$ cat src/rtl/spi_ram_responder.sv
// SPI mode-0 target emulating a small serial SRAM (READ 0x03 / WRITE 0x02), all inputs oversampled on clk.
// Build with SPI_RAM_SEQ_EN for sequential (auto-increment) mode; otherwise one data byte per frame.
module spi_ram_responder #(
  parameter int DEPTH  = 16,
  parameter int ADDR_W = $clog2(DEPTH)
) (
  input  logic clk,
  input  logic rst_n,
  input  logic spi_cs_n,
  input  logic spi_sck,
  input  logic spi_mosi,
  output logic spi_miso,
  output logic busy,
  output logic wr_pulse,
  output logic cmd_err
);

  typedef enum logic [2:0] {IDLE, CMD, ADDR_HI, ADDR_LO, READ, WRITE, IGNORE} state_e;

  state_e              state_q, state_d;
  logic                cs_meta_q, cs_s_q;
  logic                sck_meta_q, sck_s_q, sck_dly_q;
  logic                mosi_meta_q, mosi_s_q;
  logic [2:0]          bit_cnt_q, bit_cnt_d;
  logic [7:0]          rx_q, rx_d;
  logic [7:0]          tx_q, tx_d;
  logic [ADDR_W-1:0]   addr_q, addr_d;
  logic                rd_q, rd_d;
  logic                miso_q, miso_d;
  logic                cmd_err_q, cmd_err_d;
  logic                wr_pulse_q, wr_pulse_d;
  logic                mem_we;
  logic [7:0]          mem_q [DEPTH];

  logic       sck_rise, sck_fall, byte_done;
  logic [7:0] rx_byte;

  assign sck_rise  = sck_s_q & ~sck_dly_q;
  assign sck_fall  = ~sck_s_q & sck_dly_q;
  assign rx_byte   = {rx_q[6:0], mosi_s_q};
  assign byte_done = sck_rise && (bit_cnt_q == 3'd7) && (state_q != IDLE);

  always_ff @(posedge clk or negedge rst_n) begin
    if (!rst_n) begin
      cs_meta_q   <= 1'b1;
      cs_s_q      <= 1'b1;
      sck_meta_q  <= 1'b0;
      sck_s_q     <= 1'b0;
      sck_dly_q   <= 1'b0;
      mosi_meta_q <= 1'b0;
      mosi_s_q    <= 1'b0;
    end else begin
      cs_meta_q   <= spi_cs_n;
      cs_s_q      <= cs_meta_q;
      sck_meta_q  <= spi_sck;
      sck_s_q     <= sck_meta_q;
      sck_dly_q   <= sck_s_q;
      mosi_meta_q <= spi_mosi;
      mosi_s_q    <= mosi_meta_q;
    end
  end

  always_ff @(posedge clk or negedge rst_n) begin
    if (!rst_n) begin
      state_q    <= IDLE;
      bit_cnt_q  <= '0;
      rx_q       <= '0;
      tx_q       <= '0;
      addr_q     <= '0;
      rd_q       <= 1'b0;
      miso_q     <= 1'b0;
      cmd_err_q  <= 1'b0;
      wr_pulse_q <= 1'b0;
      for (int i = 0; i < DEPTH; i++) mem_q[i] <= '0;
    end else begin
      state_q    <= state_d;
      bit_cnt_q  <= bit_cnt_d;
      rx_q       <= rx_d;
      tx_q       <= tx_d;
      addr_q     <= addr_d;
      rd_q       <= rd_d;
      miso_q     <= miso_d;
      cmd_err_q  <= cmd_err_d;
      wr_pulse_q <= wr_pulse_d;
      if (mem_we) mem_q[addr_q] <= rx_byte;
    end
  end

  // A pending SCK rise is still honoured in the cycle CS deasserts, so a final byte commits.
  always_comb begin
    state_d    = state_q;
    bit_cnt_d  = bit_cnt_q;
    rx_d       = rx_q;
    tx_d       = tx_q;
    addr_d     = addr_q;
    rd_d       = rd_q;
    miso_d     = miso_q;
    cmd_err_d  = cmd_err_q;
    wr_pulse_d = 1'b0;
    mem_we     = 1'b0;
    if (state_q == IDLE) begin
      miso_d = 1'b0;
      if (!cs_s_q) begin
        state_d   = CMD;
        bit_cnt_d = '0;
        cmd_err_d = 1'b0;
      end
    end else begin
      if (sck_rise) begin
        rx_d      = rx_byte;
        bit_cnt_d = bit_cnt_q + 3'd1;
      end
      if (byte_done) begin
        case (state_q)
          CMD: begin
            if (rx_byte == 8'h03) begin
              rd_d    = 1'b1;
              state_d = ADDR_HI;
            end else if (rx_byte == 8'h02) begin
              rd_d    = 1'b0;
              state_d = ADDR_HI;
            end else begin
              cmd_err_d = 1'b1;
              state_d   = IGNORE;
            end
          end
          ADDR_HI: state_d = ADDR_LO;
          ADDR_LO: begin
            addr_d = rx_byte[ADDR_W-1:0];
            if (rd_q) begin
              tx_d    = mem_q[rx_byte[ADDR_W-1:0]];
              state_d = READ;
            end else begin
              state_d = WRITE;
            end
          end
          READ: begin
`ifdef SPI_RAM_SEQ_EN
            addr_d = addr_q + 1'b1;
            tx_d   = mem_q[addr_q + 1'b1];
`else
            state_d = IGNORE;
`endif
          end
          WRITE: begin
            mem_we     = 1'b1;
            wr_pulse_d = 1'b1;
`ifdef SPI_RAM_SEQ_EN
            addr_d = addr_q + 1'b1;
`else
            state_d = IGNORE;
`endif
          end
          default: ;
        endcase
      end
      if (state_q == READ && sck_fall) begin
        miso_d = tx_q[7];
        tx_d   = {tx_q[6:0], 1'b0};
      end
      if (state_q != READ) miso_d = 1'b0;
      if (cs_s_q) state_d = IDLE;
    end
  end

  assign spi_miso = miso_q & (state_q == READ);
  assign busy     = ~cs_s_q;
  assign wr_pulse = wr_pulse_q;
  assign cmd_err  = cmd_err_q;

endmodule

$ cat config.mk
export PLATFORM = sky130hd
export DESIGN_NAME = spi_ram_responder
export DESIGN_NICKNAME = d
export VERILOG_FILES = /design/src/rtl/spi_ram_responder.sv
export SDC_FILE = /design/constraint.sdc
export NUM_CORES = 1
export LEC_CHECK = 0
export BUFFER_PORTS_ARGS = -buffer_cell sky130_fd_sc_hd__buf_2
export CELL_PAD_IN_SITES_DETAIL_PLACEMENT = 0
export CELL_PAD_IN_SITES_GLOBAL_PLACEMENT = 1
export CORE_MARGIN = 5
export CORE_UTILIZATION = 23
export CTS_CLUSTER_DIAMETER = 30
export DETAILED_ROUTE_END_ITERATION = 16
export PLACE_DENSITY = 0.46
export SETUP_SLACK_MARGIN = 0.4
export SYNTH_ARGS = -nofsm -noshare
export SYNTH_HDL_FRONTEND = slang
export SYNTH_SLANG_ARGS = --single-unit
export TNS_END_PERCENT = 50
$ cat constraint.sdc
create_clock -name clk -period 6.1 [get_ports clk]
set_input_delay 1.22 -clock clk [delete_from_list [all_inputs] [get_ports clk]]
set_output_delay 1.22 -clock clk [all_outputs]
set_load 0.1 [all_outputs]
# Word level (Yosys, flattened, before mapping)
# Index checks and enable logic that the tools add are counted.
[totals]
ff_bits = 164
latch_bits = 0
mem_bits_rw = 0
rom_bits = 0
in_bits = 5
out_inout_bits = 4
wordCells = 116
memories = 0
[classes]
addsub = 1
multipliers = 0
n_div = 0
magnitude_cmp = 3
n_eq_ne = 12
shifts = 0
n_mux = 35
n_bitwise = 9
reduce_logical = 24
[ops]
columns = ["cell", "n"]
rows = [
  ["128-bit bitwise mux", 1],
  ["8-bit 2-to-1 mux", 7],
  ["8-bit binary-select mux with 4-bit select", 1],
  ["8-bit demux with 4-bit select", 1],
  ["3-bit 2-to-1 mux", 9],
  ["8-bit by 2-bit == test with 1-bit output, second input constant", 2],
  ["1-bit 2-to-1 mux", 15],
  ["2-bit nonzero test", 7],
  ["3-bit one-hot mux with 4 select lines", 1],
  ["5-bit greater-or-equal comparator, second input constant", 2],
  ["4-bit NOT with 5-bit output", 2],
  ["3-bit == test, second input constant", 3],
  ["3-bit nonzero test", 3],
  ["4-bit AND reduction", 2],
  ["3-bit by 2-bit == test with 1-bit output, second input constant", 2],
  ["2-bit inequality test, second input constant", 3],
  ["3-bit AND reduction", 2],
  ["6-bit nonzero test", 1],
  ["5-bit by 1-bit less-than comparator with 1-bit output, second input constant", 1],
  ["5-bit AND reduction", 1],
  ["1-bit logical AND", 4],
  ["1-bit NOT", 4],
  ["2-bit AND reduction", 2],
  ["3-bit by 1-bit adder with 3-bit output, second input constant", 1],
  ["5 further kinds", 7],
]

# Longest topological paths before layout
[logic_depth]
word_depth = 8
ltp_mapped = 8
depth_no_buf = 6

# Worst setup path after synthesis
# OpenSTA, ideal clock, no wires.
[synth_path]
path_kind = "flip-flop to output port"
start = "register state_q[2]"
end = "output spi_miso"
t_arrival_ns = 1.786
required_time_ns = 4.880
slack_ns = 3.094
stages_incl_launch_ff = 4
path_buffers = 1
cell_sequence = "dfrtp_1 -> clkbuf_1 -> nor3b_1 -> and2_1"
[synth_via]
elab_chain_len = 2
[synth_lines]
columns = ["item", "line_no", "text"]
rows = [
  ["from (decl)", "20", "state_e state_q, state_d;"],
  ["from (signal assigned)", "76", "state_q <= state_d;"],
  ["3-bit == test", "166", "assign spi_miso = miso_q & (state_q == READ);"],
  ["1-bit AND", "166", ""],
  ["to (decl)", "12", "output logic spi_miso,"],
]
# Every way passes these cells.

# Worst setup path after layout
# Same ends and word-level chain as after synthesis.

==> results.toml <==
[outcome]
status = "complete, no violations"

[timing]
hold_ws_ns = 0.350
finalMaxSlewViolations = 0
hold_violations = 0
tightest_slew_ns = 1.00
tns_ns = 0
max_freq_mhz = 302
finalCriticalPeriod_ns = 3.32
rsz0062_at_grt = "false"
setup_viol = 0
max_slew_margin = 0.328
fin_crit_sh = 0.544
fin_worst_skew_ns = 0.0111

[logic_synthesis]
seq_area_frac_synth = 0.554
synth.cell_area_um2 = 7410
synth_common_cells = "dfrtp_1, mux2_2, mux2i_1"
synth_fa_ha_area_frac = 0.00338
synth-main-ff-cell = "dfrtp_1"
synth_edf_count = 0
async_flop_share = 1.00
muxShareOfSynthArea = 0.308
ys_ff_latch = 164
yosys_warnings = 0
yosysMostFrequentCell = "dfrtp_1"
synth_top_family_by_area = "multiplexers"
synth_compound_area_frac = 0.0579
synth_top_cell_area_share = 0.547
synth-xor-area-share = 0
synth_cell_type_count = 40
yosys.area_share.simple = 0.0523
syn_inst = 545
syn-num-nets = 552
synth.area.top_cells = "dfrtp_1, mux2_2, mux2i_1, a22oi_1, mux4_2"
syn_area_per_cell_um2 = 13.6
yosysTopAreaCell = "dfrtp_1"

[final_layout]
drive_gt1_frac = 0.362
syn2layout_area_growth_pct = 13.8
utilization = 0.266
antennaDiodeCount = 0
fillers = 3252
instances_no_fill = 957
nets = 549

[global_routing]
antenna_found_initial = 0
grt_pass1_vias = 4785
grt_pass1_wl_um = 29600
grt_max_degree = 72
grt-ovfl-total = 0
gr-usage-all-layers = 0.109

[routing]
wirelength_um = 18600
vias_per_cell = 4.62
vias = 4422
drt_iter0_drc = 287
drt-pass1-iter-count = 4
drc = 0
wire_per_inst_um = 19.5
ant_nets = 0

[critical_path]
critPathKind = "reg -> out"
r2r-start = "bit_cnt_q[0]"
crit_buf_inv = 1
worst_setup_path_start_kind = "flop"
path_cells = "nor3b_1, and2_1, buf_2"
ff2ff_setup_slack_ns = 3.38
rr_endpoint = "mem_q[31]"
path_max_fanout = 12
crit_path_end_kind = "output port"
reg2regPathDepth = 6
arrival_ns = 2.10
cp_slowest_stage_delay_ns = 0.52
critPathTopFamily = "simple AND/OR/NAND/NOR gates"
cp.required_ns = 4.88
crit_slowest_cell = "dfrtp_1"

[cts]
clkSinkCount = 164
cts_hold_buf = 0
tritoncts = "done"
clock-root-buffer = "clkbuf_16"
cts_resized = 0
post_cts_buffers = 0
clk_pin_slew_worst_paths_ns = 0.07
cts_buffer_depth = 2
cts.htree.levels = 4
cts_made_buffers = 17
clock_latency_ns = 0.43

[floorplanning]
initial_utilization = 0.234
die_h_um = 190
die_area_um2 = 35900
io-pin-count = 9
core-area_um2 = 31700
die_w_um = 190
fp-row-count = 65

[run]
cap_violations = 0

[placement]
place_inst = 925
numPortBuffers = 8
dp_hpwl_um = 12000
gp_congestion = 0.709

[power_and_ir_drop]
peakVddDrop_v = 0.000164
power.density_nw_per_um2 = 306
p_leak_uw = 0.00400

[hold_path]
hold_start = "sck_meta_q"
hold_path_class = "reg -> reg"
hold-path-cell-count = 0
hold_end = "sck_s_q"
[registers in the layout, indices dropped and copies added, names as in the netlist]
name	count
cs_s_q	1
cs_meta_q	1
cmd_err	1
mosi_meta_q	1
bit_cnt_q	3
wr_pulse	1
mosi_s_q	1
rd_q	1
addr_q	4
tx_q	8
sck_s_q	1
sck_dly_q	1
miso_q	1
mem_q	128
rx_q	7
sck_meta_q	1
state_q	3
[cell families after synthesis]
| logic type | Yosys count |
|---|---|
| multiplexers | 203 |
| AND/OR/NAND/NOR | 73 |
| buffers and inverters | 42 |
| flip-flops | 164 |
| adder cells (fa/ha/maj) | 2 |
| AO/OA/AOI/OAI | 61 |
[layout make-up]
cell class / instances / area [um^2] / area share
flip-flops and latches: 164 / 4110 / 0.487
multi-input cells: 339 / 3130 / 0.371
well taps: 402 / 503 / 0.0596
clock buffers: 18 / 439 / 0.0521
clock inverters: 14 / 125 / 0.0148
repair buffers: 18 / 121 / 0.0144
inverters: 2 / 7.51 / 0.000890
[worst register-to-register path, cell delays in order (launching register included)]
cell     delay, ns
dfrtp_1       0.36
ha_1          0.16
ha_1          0.21
and4b_1       0.38
nand4_1       0.26
nor3_2        0.81
mux2_2        0.42
[report_power, final]
group	switching (uW)	internal (uW)
Sequential	135	1110
Clock	461	576
Combinational	198	103
[worst max-delay path by stage]
stage	start	to	slack (ns)	depth (start not counted)
floorplan	state_q[2]	spi_miso	3.09	3
global placement	state_q[1]	spi_miso	3.24	3
detailed placement	state_q[1]	spi_miso	3.26	3
CTS	state_q[1]	spi_miso	2.77	3
global route	state_q[2]	spi_miso	2.62	3
finish	state_q[2]	spi_miso	2.78	3
[per-layer routing]
layer	vias up	part of all wire	global-route usage
li1	1998	-	-
met1	2358	0.47	0.147
met2	45	0.50	0.177
met3	21	0.021	0.0228
met4	0	0.016	0.0312
met5	-	0	0
[per-stage QoR]
stage	area, um^2	setup slack (ns)	power (uW)
floorplan	7410	3.09	1380
global placement	7870	3.24	1570
detailed placement	7870	3.26	1580
CTS	8430	2.77	2630
global route	8430	2.62	2700
finish	8430	2.78	2580
[cells in the final DEF, fill, tap and decap left out, types with 2 or more instances in the layout]
master / synthesis / routed
mux2_2: 139 / 139
dfrtp_1: 162 / 161
mux2_1: 4 / 4
a22o_1: 2 / 2
mux4_2: 6 / 6
clkinv_4: 0 / 2
dfstp_2: 2 / 2
nor2b_1: 6 / 6
clkinv_2: 0 / 4
nor3_1: 3 / 3
and2_1: 3 / 3
nor3b_1: 2 / 2
ha_1: 2 / 2
clkinvlp_4: 0 / 3
a22oi_1: 26 / 26
nor2_1: 24 / 24
nand4b_1: 3 / 3
inv_1: 2 / 2
nand2b_1: 7 / 7
buf_2: 11 / 7
a21oi_1: 18 / 18
buf_4: 0 / 10
mux2i_1: 54 / 54
or3_1: 3 / 3
nand4_1: 2 / 2
clkbuf_16: 0 / 17
o41ai_1: 6 / 6
nand2_1: 12 / 12
or4_1: 3 / 3
inv_6: 0 / 4
Note: power is estimated with default switching activity, not from simulation.
